## src/rtl/atoi_ctl.sv

```systemverilog
// Token-to-integer sequencer: strips one optional base prefix from a counted
// token, drives the atoi engine over the remaining bytes and judges the result.
module atoi_ctl #(
  parameter int ASZ = 17,
  parameter int DSZ = 32
) (
  input  logic           clk,
  input  logic           rst,
  input  logic           req,
  input  logic           base_hex,
  input  logic [ASZ-1:0] tib,
  input  logic [7:0]     len,
  output logic [ASZ-1:0] ai,
  input  logic [7:0]     ch,
  output logic           a2i_en,
  output logic           a2i_hex,
  input  logic           a2i_bsy,
  input  logic           a2i_af,
  input  logic [DSZ-1:0] a2i_vo,
  output logic           busy,
  output logic           ack,
  output logic           ok,
  output logic [DSZ-1:0] vo,
  output logic [7:0]     nc
);

  typedef enum logic [2:0] {
    IDLE  = 3'd0,
    FETCH = 3'd1,
    CHK   = 3'd2,
    RUN   = 3'd3,
    DONE  = 3'd4
  } state_t;

  localparam logic [7:0] CH_DOLLAR = 8'h24;
  localparam logic [7:0] CH_HASH   = 8'h23;

  state_t         state_reg, state_next;
  logic [ASZ-1:0] ai_reg;
  logic [7:0]     rem_reg;
  logic           hex_reg;
  logic           pfx_reg;
  logic [7:0]     cnt_reg, cnt_next;
  logic           sgn_reg;
  logic [9:0]     wd_reg;
  logic           armed_reg;
  logic           ok_reg;
  logic [DSZ-1:0] vo_reg;
  logic [7:0]     nc_reg;

  logic           is_pfx;
  logic [9:0]     wd_lim;
  logic           run_fin, run_ovr, run_wdg, run_exit, run_ok;

  // Only the first prefix byte is special; a second one goes to the engine.
  assign is_pfx   = !pfx_reg && ((ch == CH_DOLLAR) || (ch == CH_HASH));
  assign wd_lim   = {1'b0, rem_reg, 1'b0} + 10'd8;
  assign cnt_next = cnt_reg + {7'd0, a2i_af};

  // The engine's busy flag is not yet meaningful in its first enabled cycle.
  assign run_fin  = armed_reg && !a2i_bsy;
  assign run_ovr  = cnt_reg > rem_reg;
  assign run_wdg  = wd_reg == wd_lim;
  assign run_exit = run_fin || run_ovr || run_wdg;
  assign run_ok   = run_fin && (cnt_reg == rem_reg) && (cnt_reg > {7'd0, sgn_reg});

  always_ff @(posedge clk) begin
    if (rst) begin
      state_reg <= IDLE;
    end else begin
      state_reg <= state_next;
    end
  end

  always_comb begin
    state_next = state_reg;
    case (state_reg)
      IDLE:  if (req) state_next = FETCH;
      FETCH: state_next = CHK;
      CHK: begin
        if (rem_reg == 8'd0) begin
          state_next = DONE;
        end else if (is_pfx) begin
          state_next = FETCH;
        end else begin
          state_next = RUN;
        end
      end
      RUN:   if (run_exit) state_next = DONE;
      DONE:  state_next = IDLE;
      default: state_next = IDLE;
    endcase
  end

  always_comb begin
    busy    = state_reg != IDLE;
    ack     = state_reg == DONE;
    a2i_en  = state_reg == RUN;
    a2i_hex = (state_reg == RUN) && hex_reg;
  end

  always_ff @(posedge clk) begin
    if (rst) begin
      ai_reg    <= '0;
      rem_reg   <= '0;
      hex_reg   <= 1'b0;
      pfx_reg   <= 1'b0;
      cnt_reg   <= '0;
      sgn_reg   <= 1'b0;
      wd_reg    <= '0;
      armed_reg <= 1'b0;
      ok_reg    <= 1'b0;
      vo_reg    <= '0;
      nc_reg    <= '0;
    end else begin
      case (state_reg)
        IDLE: begin
          if (req) begin
            ai_reg    <= tib;
            rem_reg   <= len;
            hex_reg   <= base_hex;
            pfx_reg   <= 1'b0;
            cnt_reg   <= '0;
            sgn_reg   <= 1'b0;
            wd_reg    <= '0;
            armed_reg <= 1'b0;
          end
        end
        CHK: begin
          if (rem_reg == 8'd0) begin
            ok_reg <= 1'b0;
            nc_reg <= cnt_reg;
          end else if (is_pfx) begin
            hex_reg <= (ch == CH_DOLLAR);
            pfx_reg <= 1'b1;
            ai_reg  <= ai_reg + {{(ASZ-1){1'b0}}, 1'b1};
            rem_reg <= rem_reg - 8'd1;
          end else begin
            // wd counts RUN cycles including the current one.
            wd_reg    <= 10'd1;
            armed_reg <= 1'b0;
          end
        end
        RUN: begin
          ai_reg    <= ai_reg + {{(ASZ-1){1'b0}}, a2i_af};
          cnt_reg   <= cnt_next;
          wd_reg    <= wd_reg + 10'd1;
          armed_reg <= 1'b1;
          if (!armed_reg) begin
            sgn_reg <= a2i_af;
          end
          if (run_exit) begin
            ok_reg <= run_ok;
            vo_reg <= a2i_vo;
            nc_reg <= cnt_next;
          end
        end
        default: ;
      endcase
    end
  end

  assign ai = ai_reg;
  assign ok = ok_reg;
  assign vo = vo_reg;
  assign nc = nc_reg;

endmodule

```

## config.mk

```make
export PLATFORM = sky130hd
export DESIGN_NAME = atoi_ctl
export DESIGN_NICKNAME = d
export VERILOG_FILES = /design/src/rtl/atoi_ctl.sv
export SDC_FILE = /design/constraint.sdc
export NUM_CORES = 1
export LEC_CHECK = 0
export CORE_AREA = 2 2 100 102
export DETAILED_ROUTE_END_ITERATION = 16
export DIE_AREA = 0 0 102 104
export PLACE_DENSITY = 0.9
export SLEW_MARGIN = 20
export SYNTH_ARGS = -nofsm -noshare
export SYNTH_HDL_FRONTEND = slang
export SYNTH_SLANG_ARGS = --single-unit
```

## constraint.sdc

```tcl
create_clock -name clk -period 5.5 [get_ports clk]
set_input_delay 0.55 -clock clk [delete_from_list [all_inputs] [get_ports clk]]
set_output_delay 0.55 -clock clk [all_outputs]
set_load 0.02 [all_outputs]
```

==> results of run 1 <==
logic make-up after synthesis:
group | share of synthesized area (%)
adders and majority gates | 4.29
DFF | 36.7
AOI/OAI and AO/OA | 27.3
xor gates and xnor gates | 1.94
and+or+nand+nor | 24.2
buffers and inverters | 5.58
stage by stage:
step | cell area, sq um | cells | total power, W | hold slack, ns
3_5_place_dp | 6280 | 846 | 0.00215 | 0.467
3_3_place_gp | 6280 | 846 | 0.00210 | 0.463
6_report | 6470 | 862 | 0.00262 | 0.476
4_1_cts | 6470 | 862 | 0.00261 | 0.480
5_1_grt | 6470 | 862 | 0.00278 | 0.509
2_1_floorplan | 4960 | 625 | 0.00173 | 0.458
layout make-up:
cell class	count	area [sq um]
Fill cell	792	3070
Multi-Input combinational cell	467	2870
Sequential cell	91	1820
Timing Repair Buffer	135	1340
Tap cell	133	166
Clock buffer	9	124
Clock inverter	7	75.1
Inverter	20	75.1
critical path, stage by stage, from the launching register on:
cell and delay, ns:
dfxtp_1 0.44, and2b_1 0.48, nand2_1 0.69, inv_1 0.53, nand2b_1 0.19, ha_1 0.21
ha_1 0.21, nand3_1 0.19, or4_1 0.62, nor2_1 0.16, nand3_1 0.11, o31a_1 0.25
o32ai_1 0.21
cell usage in the layout, fill, tap and decap left out, types with 3 or more instances in the layout:
cell type | Yosys | final
nor2_1 | 46 | 46
o21ai_1 | 6 | 6
and2_1 | 3 | 3
nor2b_1 | 3 | 3
o211ai_1 | 3 | 3
nand2_1 | 50 | 50
or3b_2 | 34 | 34
buf_4 | 1 | 3
o31ai_1 | 11 | 11
and3_1 | 9 | 9
o311a_1 | 6 | 6
ha_1 | 17 | 17
a22oi_1 | 5 | 5
dfxtp_1 | 91 | 91
o41ai_1 | 3 | 3
a221oi_1 | 3 | 3
inv_1 | 20 | 20
clkdlybuf4s50_1 | 0 | 131
a211oi_1 | 8 | 7
o32ai_1 | 7 | 7
o21a_1 | 3 | 3
nand2b_1 | 3 | 3
nand4_1 | 5 | 5
or3_1 | 4 | 4
nand3_1 | 17 | 17
a311oi_1 | 7 | 7
o21ai_0 | 59 | 59
nor3b_1 | 5 | 5
a31oi_1 | 4 | 4
nor4_1 | 5 | 5
xnor2_1 | 9 | 9
clkbuf_8 | 0 | 9
a21oi_1 | 84 | 84
nor3_1 | 24 | 24
report_power, final:
part	leakage, nW	switching [W]	internal, W
logic	1.39	0.000724	0.000497
registers	0.739	0.000148	0.000785
clock network	0.104	0.000253	0.000214
how the worst max path moves through the flow:
stage	endpoint	slack [ns]	cells after the start
floorplan	ai[16]	2.38	15
global placement	ai[16]	1.43	12
detailed placement	ai[16]	1.24	12
CTS	ai[16]	1.20	12
global route	ai[16]	0.85	12
finish	ai[16]	1.12	12
metal layers:
metal / GRT usage [%] / part of all wire [%] / up-vias
li1: - / - / 2485
met1: 33.2 / 43 / 2429
met2: 42.1 / 47 / 224
met3: 6.72 / 8.6 / 23
met4: 7.33 / 1.5 / 0
met5: 0 / 0 / -
==> impl_metrics.csv, run 1 <==
group,metric,value,unit
clock_network,htree_levels,3,
drt,viasPerCell,5.99,
place,port-buffer-count,132,
global_routing,track_usage,25.7,%
worst_setup_path,startpoint,"state_reg[2]",
timing,finalCritPeriodShare,79.7,%
worst_setup_path,critPathArrivalTime,4.65,ns
drt,routed_wl,13.8,mm
synthesis,ys_ff_latch,91,
final_layout,largest_reg_flops,32,
worst_setup_path,cp-start-kind,"flop",
final_layout,area_growth,30.5,%
worst_setup_path,reg2reg_to,"ai[16]",
timing,tightest_slew,1.00,ns
drt,dr.pass1.iters,6,
clock_network,hold_buffers,0,
worst_setup_path,crit_required,5.77,ns
drt,drc_errors,0,
pwr,vdd_drop_max,249,uV
synthesis,synth.area.top_cells,"dfxtp_1, a21oi_1, or3b_2",
outcome,status,"finished clean",
die,io_pins,133,
synthesis,yosys.area.top_type,"dfxtp_1",
die,die_y,104,microns
place,hpwl,9.62,mm
run,drv_cap,0,
global_routing,grt_max_degree,81,
synthesis,async_reset_ff_share,0,%
timing,max_freq,0.228,GHz
worst_setup_path,r2r_slack,1.12,ns
timing,layout_setup_ws,1.12,ns
place,gp_congestion,0.904,
timing,fin_tns_setup,0,ns
synthesis,synth_fp_nets,713,
global_routing,grt_pass1_vias,4852,
final_layout,diodes,0,
synthesis,ys.flop_type,"dfxtp_1",
die,start_util,51.9,%
final_layout,finalCoreUtilization,67.8,%
worst_setup_path,cp_max_fo,24,
global_routing,grt_pass1_wl,22.6,mm
timing,rsz0062_at_grt,"false",
synthesis,synth_top_area_share,36.7,%
synthesis,netlist_area,4960,sq um
place,pre_cts_ws,1.24,ns
synthesis,ys_seq_area_share,36.7,%
synthesis,synth_most_common_cell,"dfxtp_1",
drt,ant_nets,0,
die,core,9550,sq um
clock_network,cts_buffers,9,
timing,hold_viol,0,
global_routing,grt_antenna_before_repair,0,
synthesis,ys_types,56,
hold_path,whs_endpoint,"nc[1]",
die,num_rows,36,
timing,clock_skew,0.0142,ns
drt,routedWlPerCell,16.0,microns
timing,max-slew-margin-rel,33.3,%
synthesis,synth_edf_count,0,
timing,drv_slew,0,
clock_network,ctsResizeCount,0,
synthesis,avgSynthCellArea,7.94,sq um
worst_setup_path,path_class,"flop to flop",
hold_path,hp-start,"nc[1]",
timing,finalCriticalPeriod,4.38,ns
worst_setup_path,r2r_start,"state_reg[2]",
synthesis,synth_commonest_cells,"dfxtp_1, a21oi_1, o21ai_0",
timing,finalSetupViolations,0,
synthesis,syn_inst,625,
clock_network,clockBufferDepth,2,
final_layout,fin_nets,812,
clock_network,cts_tree,"yes",
clock_network,clk_pin_slew,0.09,ns
clock_network,cts_root_buffer,"clkbuf_8",
pwr,power_leakage,2.24,nW
synthesis,ys.warnings.count,0,
global_routing,grt_overflow,0,
hold_path,min_path_cells,2,
hold_path,hold_class,"flop to flop",
worst_setup_path,reg2regPathDepth,12,
clock_network,clock_sinks,91,
die,dieArea,10600,sq um
clock_network,clock_latency,0.36,ns
pwr,power.density,405,nW/um^2
drt,vias,5161,
drt,drt_iter0_drc,367,
clock_network,cts_setup_buffers,0,
final_layout,layout-drive-gt1-share,8.64,%
die,die_w,102,microns
worst_setup_path,end_kind,"flop",
Power figures use the tool's default switching activity.
==> run 2: changes to the inputs <==
Settings changed: CORE_AREA 2 2 100 102 to 2 2 110 112, DIE_AREA 0 0 102 104 to 0 0 112 114, PLACE_DENSITY 0.9 to 0.8.
Clock period 5.5 ns to 4 ns, I/O delays scaled along.
==> run 2 against run 1 <==
Effect of this change: design area is 2.7% higher; utilization is 11 points lower; worst hold slack better by 0.0051 ns; routed wire length is 3.7% higher; worst setup slack worse by 0.48 ns; sequential power is 37% higher; sequential share of layout area is 0.74 points lower; power is 48% higher; combinational power is 41% higher; critical path depth stayed put; non-clock buffer count is 4 higher; via count is 0.91% lower; critical endpoint unchanged; largest cell class unchanged.
==> impl_metrics.csv, run 2 (synthesized netlist as in run 1, its figures left out) <==
group,metric,value,unit
outcome,status,"finished clean",
run,drv_cap,0,
final_layout,diodes,0,
global_routing,grt_antenna_before_repair,0,
clock_network,cts_buffers,9,
worst_setup_path,end_kind,"flop",
clock_network,cts_setup_buffers,0,
worst_setup_path,path_class,"flop to flop",
final_layout,multiInputGateArea,2870,sq um
worst_setup_path,cp-start-kind,"flop",
die,die_y,114,microns
clock_network,clockBufferDepth,2,
timing,layout_setup_ws,0.637,ns
worst_setup_path,crit_required,4.25,ns
hold_path,hp-start,"nc[1]",
drt,vias,5114,
global_routing,grt_pass1_wl,23.5,mm
drt,ant_nets,0,
global_routing,grt_overflow,0,
final_layout,design_area,6650,sq um
final_layout,largest_reg_flops,32,
final_layout,stdcell_count,880,
worst_setup_path,r2r_start,"state_reg[2]",
clock_network,ctsResizeCount,0,
clock_network,cts_tree,"yes",
drt,routed_wl,14.3,mm
die,start_util,42.4,%
global_routing,track_usage,22.2,%
timing,clock_skew,0.00768,ns
place,place_area,6340,sq um
pwr,power.density,585,nW/um^2
place,placedCellCount,864,
timing,finalCritPeriodShare,84.1,%
final_layout,fill_cells,1051,
global_routing,grt_pass1_vias,4874,
drt,viasPerCell,5.81,
worst_setup_path,cp_max_fo,24,
timing,max_freq,0.297,GHz
timing,rsz0062_at_grt,"false",
place,gp_congestion,0.909,
worst_setup_path,critPathArrivalTime,3.61,ns
clock_network,clock_sinks,91,
clock_network,clk_pin_slew,0.07,ns
timing,fin_tns_setup,0,ns
hold_path,hold_class,"flop to flop",
timing,hold_viol,0,
clock_network,clock_latency,0.34,ns
place,port-buffer-count,132,
die,die_w,112,microns
timing,finalSetupViolations,0,
place,pre_cts_ws,0.689,ns
final_layout,regArea,1820,sq um
die,core,11700,sq um
timing,drv_slew,0,
timing,max-slew-margin-rel,36.0,%
timing,finalCriticalPeriod,3.36,ns
die,io_pins,133,
global_routing,grt_max_degree,80,
pwr,power_leakage,2.31,nW
drt,drt_iter0_drc,387,
timing,tightest_slew,0.960,ns
final_layout,final_common_cell,"clkdlybuf4s50_1",
final_layout,area_growth,34.1,%
worst_setup_path,startpoint,"state_reg[2]",
drt,drc_errors,0,
drt,routedWlPerCell,16.3,microns
final_layout,final_cell_mix,"clkdlybuf4s50_1, dfxtp_1, a21oi_1",
pwr,vdd_drop_max,327,uV
die,dieArea,12800,sq um
drt,dr.pass1.iters,5,
final_layout,finalCoreUtilization,56.8,%
clock_network,hold_buffers,0,
clock_network,cts_root_buffer,"clkbuf_16",
place,hpwl,9.92,mm
final_layout,fin_nets,816,
clock_network,htree_levels,3,
die,num_rows,40,
final_layout,layout-drive-gt1-share,9.14,%
run 2: area by class of cell:
type                    count  area share [%]
inverters                  20            1.13
multi-input cells         467            43.2
clock inverters             4           0.715
well taps                 147            2.77
flip-flops and latches     91            27.4
clock buffers              12            4.01
repair buffers            139            20.8
run 2: final timing paths:
path | cells after the start | end | slack [ns]
worst min register to register | 2 | nc[1] | 0.48
worst max-delay path | 12 | ai[16] | 0.64
worst min-delay path | 2 | nc[1] | 0.48
worst max register to register | 12 | ai[16] | 0.64
run 2: critical path: stages (launching register included):
cell	delay, ns
dfxtp_1	0.44
and2b_1	0.47
nand2_1	0.20
inv_1	0.07
nand2b_1	0.08
ha_1	0.22
ha_1	0.22
nand3_1	0.19
or4_1	0.64
nor2_1	0.17
nand3_1	0.11
o31a_1	0.25
o32ai_1	0.22
run 2: metal layers:
layer  vias up  global-route usage (%)  routed length [microns]
li1       2496                       -                        -
met1      2385                    27.4                     6050
met2       204                    36.0                     6600
met3        29                    6.85                     1320
met4         0                    9.84                      379
met5         -                       0                        0
run 2: report_power, final:
part           leakage [nW]  total, W  internal, W  switching [W]
sequential            0.739   0.00128      0.00108       0.000197
combinational          1.42   0.00172     0.000699        0.00103
clock                 0.155  0.000890     0.000533       0.000357
run 2: through the flow:
| stage | total power, W | hold slack [ns] |
|---|---|---|
| detailed placement | 0.00300 | 0.476 |
| finish | 0.00389 | 0.481 |
| global route | 0.00414 | 0.510 |
| floorplan | 0.00238 | 0.458 |
| CTS | 0.00389 | 0.489 |
| global placement | 0.00292 | 0.464 |
==> run 3: changes to the inputs <==
Settings changed: CORE_AREA 2 2 110 112 to 2 2 104 106, DIE_AREA 0 0 112 114 to 0 0 106 108, PLACE_DENSITY 0.8 to 0.85.
Clock period 4 ns to 3.3 ns, I/O delays scaled along.
==> run 3 against run 2 <==
Effect of this change: routed wire length grew 1.4%; clock skew grew 0.0033 ns; sequential share of layout area up 0.34 points; clock-buffer cell count is 2 lower; global-route usage is 2.2 points higher; design area fell by 1.2%; non-clock buffer count grew 4; critical path type unchanged; largest cell class unchanged.
==> impl_metrics.csv, run 3 (synthesized netlist as in run 1, its figures left out) <==
group,metric,value,unit
outcome,status,"finished clean",
hold_path,hold_class,"flop to flop",
pwr,power.density,677,nW/um^2
worst_setup_path,path_class,"flop to flop",
die,core,10200,sq um
clock_network,clock_latency,0.36,ns
clock_network,clock_sinks,91,
clock_network,hold_buffers,0,
final_layout,final_common_cell,"clkdlybuf4s50_1",
drt,drt_iter0_drc,405,
place,hpwl,10.0,mm
worst_setup_path,crit_required,3.57,ns
worst_setup_path,crit_family,"simple AND/OR/NAND/NOR gates",
worst_setup_path,crit_slowest_cell,"or4_1",
die,io_pins,133,
clock_network,cts_setup_buffers,0,
pwr,vdd_drop_max,431,uV
pwr,power_leakage,2.28,nW
drt,routed_wl,14.6,mm
timing,drv_slew,0,
global_routing,grt_pass1_vias,4822,
timing,max-slew-margin-rel,33.5,%
clock_network,cts_tree,"yes",
timing,finalCriticalPeriod,3.02,ns
global_routing,track_usage,24.4,%
worst_setup_path,startpoint,"state_reg[2]",
timing,hold_viol,0,
drt,drc_errors,0,
final_layout,diodes,0,
drt,routedWlPerCell,16.7,microns
die,num_rows,37,
clock_network,cts_buffers,9,
die,die_y,108,microns
place,port-buffer-count,132,
clock_network,htree_levels,3,
hold_path,hp-start,"nc[1]",
die,dieArea,11400,sq um
global_routing,grt_max_degree,80,
clock_network,cts_root_buffer,"clkbuf_8",
final_layout,fin_nets,821,
drt,ant_nets,0,
final_layout,fill_cells,838,
drt,dr.pass1.iters,5,
final_layout,area_growth,32.4,%
place,gp_congestion,0.899,
run,drv_cap,0,
worst_setup_path,end_kind,"flop",
timing,fin_tns_setup,0,ns
die,die_w,106,microns
worst_setup_path,r2r_start,"state_reg[2]",
clock_network,clk_pin_slew,0.10,ns
worst_setup_path,slowest_delay,0.64,ns
die,start_util,48.5,%
clock_network,clockBufferDepth,2,
timing,hold_slack,0.475,ns
worst_setup_path,critPathArrivalTime,3.28,ns
timing,clock_skew,0.0109,ns
global_routing,grt_overflow,0,
final_layout,layout-drive-gt1-share,9.77,%
global_routing,grt_antenna_before_repair,0,
worst_setup_path,cp_max_fo,8,
timing,tightest_slew,0.998,ns
timing,finalSetupViolations,0,
final_layout,final_cell_mix,"clkdlybuf4s50_1, dfxtp_1, a21oi_1",
drt,vias,5230,
worst_setup_path,crit_buf_inv,1,
drt,viasPerCell,5.99,
timing,max_freq,0.331,GHz
final_layout,largest_reg_flops,32,
timing,rsz0062_at_grt,"false",
timing,finalCritPeriodShare,91.4,%
global_routing,grt_pass1_wl,22.8,mm
worst_setup_path,crit_chain,"and2b_1 -> nand2_1 -> inv_1 -> nand2b_1 -> ha_1 -> ha_1 -> nand3_1 -> or4_1 -> nor2_1 -> nand3_1 -> o31a_1 -> o32ai_1",
worst_setup_path,cp-start-kind,"flop",
==> run 3: repair_timing <==
item,in CTS,in global routing
setup endpoints to repair,0,1
gates resized for setup,0,1
endpoints found under the hold margin,0,0
==> run 3: report_power, final <==
part | internal [W] | leakage (nW) | switching (W) | total, W
clock network | 0.000373 | 0.103 | 0.000413 | 0.000786
logic | 0.000860 | 1.44 | 0.00125 | 0.00211
registers | 0.00131 | 0.739 | 0.000243 | 0.00155
==> run 3: area by class of cell <==
type / instances / area, sq um / area share [%]
Multi-Input combinational cell: 468 / 2890 / 44.0
Sequential cell: 91 / 1820 / 27.7
Timing Repair Buffer: 143 / 1410 / 21.5
Tap cell: 136 / 170 / 2.59
Clock buffer: 10 / 138 / 2.10
Inverter: 20 / 75.1 / 1.14
Clock inverter: 5 / 61.3 / 0.933
==> run 3: through the flow <==
| stage | total power [W] | utilization, % | instances | setup WS (ns) | cell area, sq um |
|---|---|---|---|---|---|
| after floorplan | 0.00288 | - | 625 | 0.183 | 4960 |
| after global placement | 0.00355 | 62.1 | 857 | 0.347 | 6350 |
| after detailed placement | 0.00362 | 62.1 | 857 | 0.229 | 6350 |
| after CTS | 0.00441 | 64.0 | 872 | 0.282 | 6550 |
| after global routing | 0.00472 | 64.2 | 873 | 0.127 | 6570 |
| final | 0.00445 | 64.2 | 873 | 0.283 | 6570 |
==> run 3: worst min-delay path, cell delays in order, from the launching register on <==
cell,delay (ns)
dfxtp_1,0.32
inv_1,0.05
a221oi_1,0.06
==> run 3: path summary, 6_finish.rpt <==
path / to / slack [ns] / cells past startpoint
worst min register to register: nc[1] / 0.48 / 2
worst max register to register: ai[16] / 0.28 / 12
worst max-delay path: ai[16] / 0.28 / 12
worst min-delay path: nc[1] / 0.48 / 2
==> run 3: per-layer routing <==
| layer | routed length, microns | up-vias | global-route usage, % | part of all wire, % |
|---|---|---|---|---|
| li1 | - | 2517 | - | - |
| met1 | 6100 | 2463 | 29.5 | 42 |
| met2 | 6750 | 234 | 40.3 | 46 |
| met3 | 1550 | 16 | 9.04 | 11 |
| met4 | 160 | 0 | 7.99 | 1.1 |
| met5 | 0 | - | 0 | 0 |
